File: src/rtl/fifo_pkg.sv
// rtl/fifo_pkg.sv - shared types and helpers for the stream FIFOs
package fifo_pkg;

    typedef enum logic {
        START     = 1'b0,
        OPERATION = 1'b1
    } state_t;

    // Occupancy must represent 0..depth inclusive.
    function automatic int count_width(input int depth);
        return $clog2(depth + 1);
    endfunction

endpackage

File: src/rtl/wrap_ptr_counter.sv
// rtl/wrap_ptr_counter.sv - circular buffer index that wraps DEPTH-1 -> 0
module wrap_ptr_counter #(
    parameter int DEPTH = 8
) (
    input  logic                     clk,
    input  logic                     reset,
    input  logic                     clr,
    input  logic                     incr,
    output logic [$clog2(DEPTH)-1:0] ptr
);

    localparam int PW = $clog2(DEPTH);
    localparam logic [PW-1:0] LAST = PW'(DEPTH - 1);

    always_ff @(posedge clk or negedge reset) begin
        if (!reset) begin
            ptr <= '0;
        end else if (clr) begin
            ptr <= '0;
        end else if (incr) begin
            ptr <= (ptr == LAST) ? '0 : ptr + 1'b1;
        end
    end

endmodule

File: src/rtl/input_fifo.sv
// rtl/input_fifo.sv - AXI-Stream slave receive buffer drained by a rd_en strobe
module input_fifo
    import fifo_pkg::*;
#(
    parameter int INW   = 28,
    parameter int DEPTH = 8
) (
    input  logic                          clk,
    input  logic                          reset,
    input  logic [INW-1:0]                AXIS_TDATA,
    input  logic                          AXIS_TVALID,
    output logic                          AXIS_TREADY,
    input  logic                          rd_en,
    output logic [INW-1:0]                data_out,
    output logic                          out_valid,
    output logic [count_width(DEPTH)-1:0] count,
    output logic                          empty,
    output logic                          full,
    output logic                          underflow_err
);

    localparam int CW = count_width(DEPTH);
    localparam int PW = $clog2(DEPTH);
    localparam logic [CW-1:0] DEPTH_C = CW'(DEPTH);

    state_t          state;
    state_t          state_nxt;
    logic [PW-1:0]   head;
    logic [PW-1:0]   tail;
    logic [INW-1:0]  mem [DEPTH];
    logic            wr;
    logic            rd;
    logic            in_start;

    always_ff @(posedge clk or negedge reset) begin
        if (!reset) begin
            state <= START;
        end else begin
            state <= state_nxt;
        end
    end

    always_comb begin
        state_nxt = state;
        case (state)
            START:     state_nxt = OPERATION;
            OPERATION: state_nxt = OPERATION;
            default:   state_nxt = START;
        endcase
    end

    // Ready comes only from registered state so upstream sees no TVALID->TREADY path.
    always_comb begin
        in_start    = (state == START);
        AXIS_TREADY = (state == OPERATION) && (count < DEPTH_C);
        empty       = (count == '0);
        full        = (count == DEPTH_C);
    end

    assign wr = AXIS_TVALID && AXIS_TREADY;
    assign rd = (state == OPERATION) && rd_en && (count != '0);

    wrap_ptr_counter #(.DEPTH(DEPTH)) u_head (
        .clk   (clk),
        .reset (reset),
        .clr   (in_start),
        .incr  (wr),
        .ptr   (head)
    );

    wrap_ptr_counter #(.DEPTH(DEPTH)) u_tail (
        .clk   (clk),
        .reset (reset),
        .clr   (in_start),
        .incr  (rd),
        .ptr   (tail)
    );

    always_ff @(posedge clk) begin
        if (wr) begin
            mem[head] <= AXIS_TDATA;
        end
    end

    always_ff @(posedge clk or negedge reset) begin
        if (!reset) begin
            data_out      <= '0;
            out_valid     <= 1'b0;
            underflow_err <= 1'b0;
            count         <= '0;
        end else begin
            out_valid <= rd;
            if (rd) begin
                data_out <= mem[tail];
            end
            if (rd_en && (count == '0)) begin
                underflow_err <= 1'b1;
            end
            case ({wr, rd})
                2'b10:   count <= count + 1'b1;
                2'b01:   count <= count - 1'b1;
                default: count <= count;
            endcase
        end
    end

endmodule
File: config.mk
export PLATFORM = sky130hd
export DESIGN_NAME = input_fifo
export DESIGN_NICKNAME = d
export VERILOG_FILES = /design/src/rtl/fifo_pkg.sv /design/src/rtl/wrap_ptr_counter.sv /design/src/rtl/input_fifo.sv
export SDC_FILE = /design/constraint.sdc
export NUM_CORES = 1
export LEC_CHECK = 0
export ABC_AREA = 1
export CAP_MARGIN = 30
export CORE_MARGIN = 3
export CORE_UTILIZATION = 63
export DETAILED_ROUTE_END_ITERATION = 10
export GPL_TIMING_DRIVEN = 0
export PLACE_DENSITY = 0.85
export SLEW_MARGIN = 20
export SYNTH_ARGS = -nofsm -noshare
export SYNTH_HDL_FRONTEND = slang
export SYNTH_SLANG_ARGS = --single-unit
File: constraint.sdc
create_clock -name clk -period 5.9 [get_ports clk]
set_input_delay 1.475 -clock clk [delete_from_list [all_inputs] [get_ports clk]]
set_output_delay 1.475 -clock clk [all_outputs]
set_load 0.05 [all_outputs]
==> results_dict.tcl, run 1 <==
set metrics [dict create \
    run_status "complete, no violations" \
    synth_edf_count 224 \
    max_stage_delay_ps 850 \
    ant_nets 0 \
    drtPass1Iterations 5 \
    crit_required_ps 4430 \
    n_antenna_cell 0 \
    slew-limit-headroom_pct 45.4 \
    postSynthCellCount 873 \
    synth_area_um2 10600 \
    dieArea_um2 18500 \
    clk_path_buf_depth 3 \
    cts_resized 0 \
    cp_num_buf_inv 1 \
    synth_nets 912 \
    clkLatencyLatePin_ps 530 \
    final_layout_size_suffix_gt1_share_pct 12.1 \
    hp-start "underflow_err" \
    setup_viol 0 \
    p_leak_uw 0.00470 \
    grt_pass1_vias 7344 \
    critPathLaunch "count[0]" \
    grt_max_degree 22 \
    cts.sinks 265 \
    wl_per_cell_um 22.4 \
    pre_cts_slack_ps 2130 \
    clk_pin_slew_ps 60 \
    cts_tree "built" \
    antenna_found_initial 0 \
    place_congestion 0.814 \
    syn_avg_cell_area_um2 12.2 \
    netlist_top_cells_count "edfxtp_1, nor2_1, nand2_1" \
    cts-hold-fix-buffers 0 \
    grt_overflow 0 \
    hpwl_mm 16.3 \
    finClkSkew_ps 11.0 \
    worst_pin_slew_ps 820 \
    area_growth_pct 19.9 \
    async_flop_share_pct 15.5 \
    instances_no_fill 1214 \
    worstReg2RegEnd "count[2]" \
    crit_path_max_fanout 6 \
    wirelength_mm 27.1 \
    cp_top_family "buffers and inverters" \
    drtIter0Drc 1076 \
    wl_met3_mm 3.05 \
    die_h_um 136 \
    ctsHtreeMaxLevel 1 \
    finalCriticalPeriod_ps 3610 \
    synth_ff_type "edfxtp_1" \
    netlist_top_cells_area "edfxtp_1, dfrtp_1, nor2_1" \
    dp.cells 1166 \
    fmax_ghz 0.277 \
    hold_viol 0 \
    cts_inserted_buffers 26 \
    synth_seq_area_share_pct 72.9 \
    peakVddDrop_uv 345 \
    worstRegToRegCells 13 \
    vias_per_cell 6.16 \
    ios 69 \
    setup_total_negative_slack_ps 0 \
    rsz0062_at_grt "false" \
    coreArea_um2 16200 \
    grt_pass1_wl_mm 40.8 \
    worstSetupPathType "flop to primary output" \
    ys_ff_latch 265 \
    crit_chain "nor4_1, clkdlybuf4s50_1" \
    powerDensity_nw_per_um2 446 \
    hold_ws_ps 463 \
    post-cts-setup-buffers 0 \
    grt_usage_pct 29.7 \
    dr_wl_met2_mm 13.2 \
    r2r-start "count[0]" \
    yosys_warnings 0 \
    max_cap_violations 0 \
    slew_violations 0 \
    end_kind "primary output" \
    root_buffer "clkbuf_16" \
    fp-row-count 46 \
    fin_crit_sh_pct 61.3 \
    drcViolationCount 0 \
    crit_path_start_kind "flop" \
    worst-path-stages 2 \
    top_layer "met4" \
    postLayoutSetupSlackWorst_ps 2290 \
    port_buffers 68 \
    ys_types 26 \
    netlist.top_cell.by_area "edfxtp_1" \
    netlist.area_leader.share_pct 63.2 \
    wl_met1_mm 9.66 \
    nNetsFinal 1017 \
    critical_path_arrival_ps 2140 \
    synth_most_common_cell "edfxtp_1" \
    chipWidth_um 136 \
    hold_path_class "flop to flop" \
    critPathCapture "full" \
    critPathSlowestCell "clkdlybuf4s50_1" \
    rrSetupSlack_ps 3370 \
    start_util_pct 65.5 \
    vias 7479 \
]
## state kept, by name, summed over array words and instances (netlist names)
| name | cells |
|---|---|
| count | 4 |
| u_tail.ptr | 3 |
| mem | 224 |
| underflow_err | 1 |
| state | 1 |
| data_out | 28 |
| u_head.ptr | 3 |
| out_valid | 1 |
## worst reg2reg max path, delay by kind of cell, from the launching register on
kind	cells	cell delay [ps]
adders and majority gates	2	480
AOI/OAI and AO/OA	2	240
xor gates and xnor gates	1	190
DFF	1	470
buffers and inverters	3	560
and+or+nand+nor	5	460
## routing by layer
| layer | global-route usage (%) | up-vias |
|---|---|---|
| met1 | 39.5 | 3511 |
| li1 | - | 3250 |
| met5 | 0 | - |
| met4 | 13.7 | 0 |
| met2 | 49.4 | 615 |
| met3 | 4.03 | 103 |
## layout by cell type (no fill, tap or decap), types with 2 or more instances in the layout
master           synthesis  routed
buf_12                   0       2
buf_16                   0       7
buf_2                   20      21
buf_4                    6       6
buf_6                    8       8
buf_8                    2       2
bufinv_16                0       3
clkbuf_1                12      17
clkbuf_16                0      27
clkbuf_8                 0       3
clkdlybuf4s50_1          0      67
clkinv_1                 0       2
clkinv_2                 0       5
clkinvlp_4               0       3
dfrtp_1                 41      41
edfxtp_1               224     224
ha_1                     7       7
inv_1                   39      39
inv_2                    4       4
nand2_1                110     110
nand3_1                 88      88
nor2_1                 162     154
nor2_2                  20      20
nor2_4                   0       8
o211ai_1                28      28
o21ai_0                 27      27
o21ai_1                 65      65
xnor2_1                  2       2
## worst min path at each step
stage	endpoint	slack [ps]	cells after the start
after floorplan	data_out[0]	540	4
after global placement	underflow_err	440	1
after detailed placement	underflow_err	450	1
after CTS	underflow_err	460	1
after global routing	underflow_err	490	1
final	underflow_err	460	1
## cell type report
cell class / instances / area [µm²]
sequential: 265 / 7750
buffer: 49 / 314
timing repair buffer: 77 / 908
inverter: 44 / 168
clock buffer: 35 / 736
multi-input combinational: 515 / 2460
tap: 216 / 270
clock inverter: 13 / 145
fill: 887 / 3470
## stage by stage
stage	area (µm²)	power [µW]	utilization, %
after global routing	12800	5880	78.6
after CTS	12800	5680	78.6
after global placement	11600	3920	71.4
final	12800	5680	78.6
after detailed placement	11900	3990	73.2
after floorplan	10600	3400	-
## cell families (layout without fill, tap and decap cells)
logic type,count (synthesis),in the layout,synth area share (%)
and+or+nand+nor,382,382,15.1
xor gates and xnor gates,3,3,0.247
AOI/OAI and AO/OA,122,122,6.42
buffers and inverters,93,218,4.53
other,1,1,0.0353
adders and majority gates,7,7,0.823
DFF,265,265,72.9
## power by group
part	internal [µW]	switching [µW]
Sequential	2200	98.0
Combinational	542	1160
Clock	1010	682
(Power assumes the default switching activity.)
==> run 2: changes to the inputs <==
--- a/config.mk
+++ b/config.mk
@@ -8,10 +8,10 @@
 export ABC_AREA = 1
 export CAP_MARGIN = 30
 export CORE_MARGIN = 3
-export CORE_UTILIZATION = 63
+export CORE_UTILIZATION = 59
 export DETAILED_ROUTE_END_ITERATION = 10
 export GPL_TIMING_DRIVEN = 0
-export PLACE_DENSITY = 0.85
+export PLACE_DENSITY = 0.81
 export SLEW_MARGIN = 20
 export SYNTH_ARGS = -nofsm -noshare
 export SYNTH_HDL_FRONTEND = slang
==> constraint.sdc (replaced) <==
create_clock -name clk -period 3.37 [get_ports clk]
set_input_delay 0.8425 -clock clk [delete_from_list [all_inputs] [get_ports clk]]
set_output_delay 0.8425 -clock clk [all_outputs]
set_load 0.05 [all_outputs]
==> run 2 against run 1 <==
Compared with the run above: register-to-register slack got worse by 2400 ps; critical path depth unchanged; clock skew increased by 2.5 ps.
==> results_dict.tcl, run 2 (synthesis results as in run 1) <==
set metrics [dict create \
    run_status "complete, no violations" \
    finClkSkew_ps 13.5 \
    clk_path_buf_depth 3 \
    max_flop_register "mem" \
    rrSetupSlack_ps 1010 \
    peakVddDrop_uv 590 \
    grt_pass1_vias 7307 \
    r2r-start "count[0]" \
    cts_resized 0 \
    wirelength_mm 26.3 \
    largest_reg_flops 224 \
    crit_path_max_fanout 6 \
    setup_total_negative_slack_ps 0 \
    final_layout_size_suffix_gt1_share_pct 12.0 \
    cts.sinks 265 \
    worstReg2RegEnd "count[2]" \
    drtIter0Drc 905 \
    clkLatencyLatePin_ps 530 \
    post-cts-setup-buffers 0 \
    cts_inserted_buffers 26 \
    finalCriticalPeriod_ps 2950 \
    drtPass1Iterations 5 \
    nFillCells 1093 \
    critical_path_arrival_ps 2110 \
    start_util_pct 60.9 \
    grt_pass1_wl_mm 40.2 \
    hold_ws_ps 365 \
    wl_per_cell_um 21.5 \
    grt_usage_pct 26.8 \
    dp.cells 1175 \
    crit_path_start_kind "flop" \
    final_cell_mix "edfxtp_1, nor2_1, nand2_1" \
    grt_overflow 0 \
    instances_no_fill 1223 \
    ios 69 \
    powerDensity_nw_per_um2 777 \
    crit_required_ps 2530 \
    slew_violations 0 \
    vias 7230 \
    worstSetupPathType "flop to primary output" \
    worst_pin_slew_ps 795 \
    die_h_um 140 \
    fp-row-count 48 \
    hold_viol 0 \
    drcViolationCount 0 \
    max_cap_violations 0 \
    top_regs "mem x224, data_out x28, count x4" \
    grt_max_degree 25 \
    antenna_found_initial 0 \
    final_common_cell "edfxtp_1" \
    p_leak_uw 0.00470 \
    n_antenna_cell 0 \
    fin_crit_sh_pct 87.5 \
    vias_per_cell 5.91 \
    ctsHtreeMaxLevel 1 \
    place_congestion 0.826 \
    slew-limit-headroom_pct 47.0 \
    setup_viol 0 \
    ant_nets 0 \
    finalPower_uw 9910 \
    end_kind "primary output" \
    root_buffer "clkbuf_16" \
    cts_tree "built" \
    area_growth_pct 19.9 \
    clk_pin_slew_ps 60 \
    worstRegToRegCells 13 \
    chipWidth_um 140 \
    fmax_ghz 0.339 \
    dieArea_um2 19700 \
    port_buffers 68 \
    hpwl_mm 15.7 \
    post-route-util_pct 73.0 \
    nNetsFinal 1017 \
    rsz0062_at_grt "false" \
    hold_path_class "primary input to asynchronous set/reset pin" \
    coreArea_um2 17500 \
    cts-hold-fix-buffers 0 \
]
run 2: how the worst max path moves through the flow:
stage	start	to	cells past startpoint
floorplan	count[3]	mem[0][0]	5
finish	count[0]	full	2
global route	count[0]	full	2
detailed placement	rd_en	count[2]	12
global placement	AXIS_TVALID	mem[5][6]	5
CTS	count[0]	empty	4
run 2: final cells by class:
type	count	area (µm²)	area share, %
buffer	49	314	2.46
clock buffer	40	795	6.23
clock inverter	8	90.1	0.706
inverter	44	168	1.31
multi-input combinational	515	2460	19.3
sequential	265	7750	60.8
tap	225	282	2.21
timing repair buffer	77	893	7.00
run 2: worst max-delay path, cell delays in order, from the launching register on:
cell	delay (ps)
dfrtp_1	450
nor4_1	290
clkdlybuf4s50_1	840
run 2: power by group:
group	internal (µW)	switching (µW)
clock	1770	1180
combinational	951	2010
sequential	3840	157
total	6560	3350
run 2: routing by layer:
metal  share of wire, %  vias up  GRT usage, %
met2                 49      454          43.6
met4                3.5        0          11.1
met1                 37     3443          35.6
met3                 11       88          5.77
li1                   -     3245             -
met5                  0        -             0
run 2: through the flow:
step | worst slack [ps] | cell area [µm²]
final | 422 | 12800
after global routing | 285 | 12800
after CTS | 407 | 12800
after global placement | -1060 | 11600
after detailed placement | 311 | 11900
after floorplan | -127 | 10600
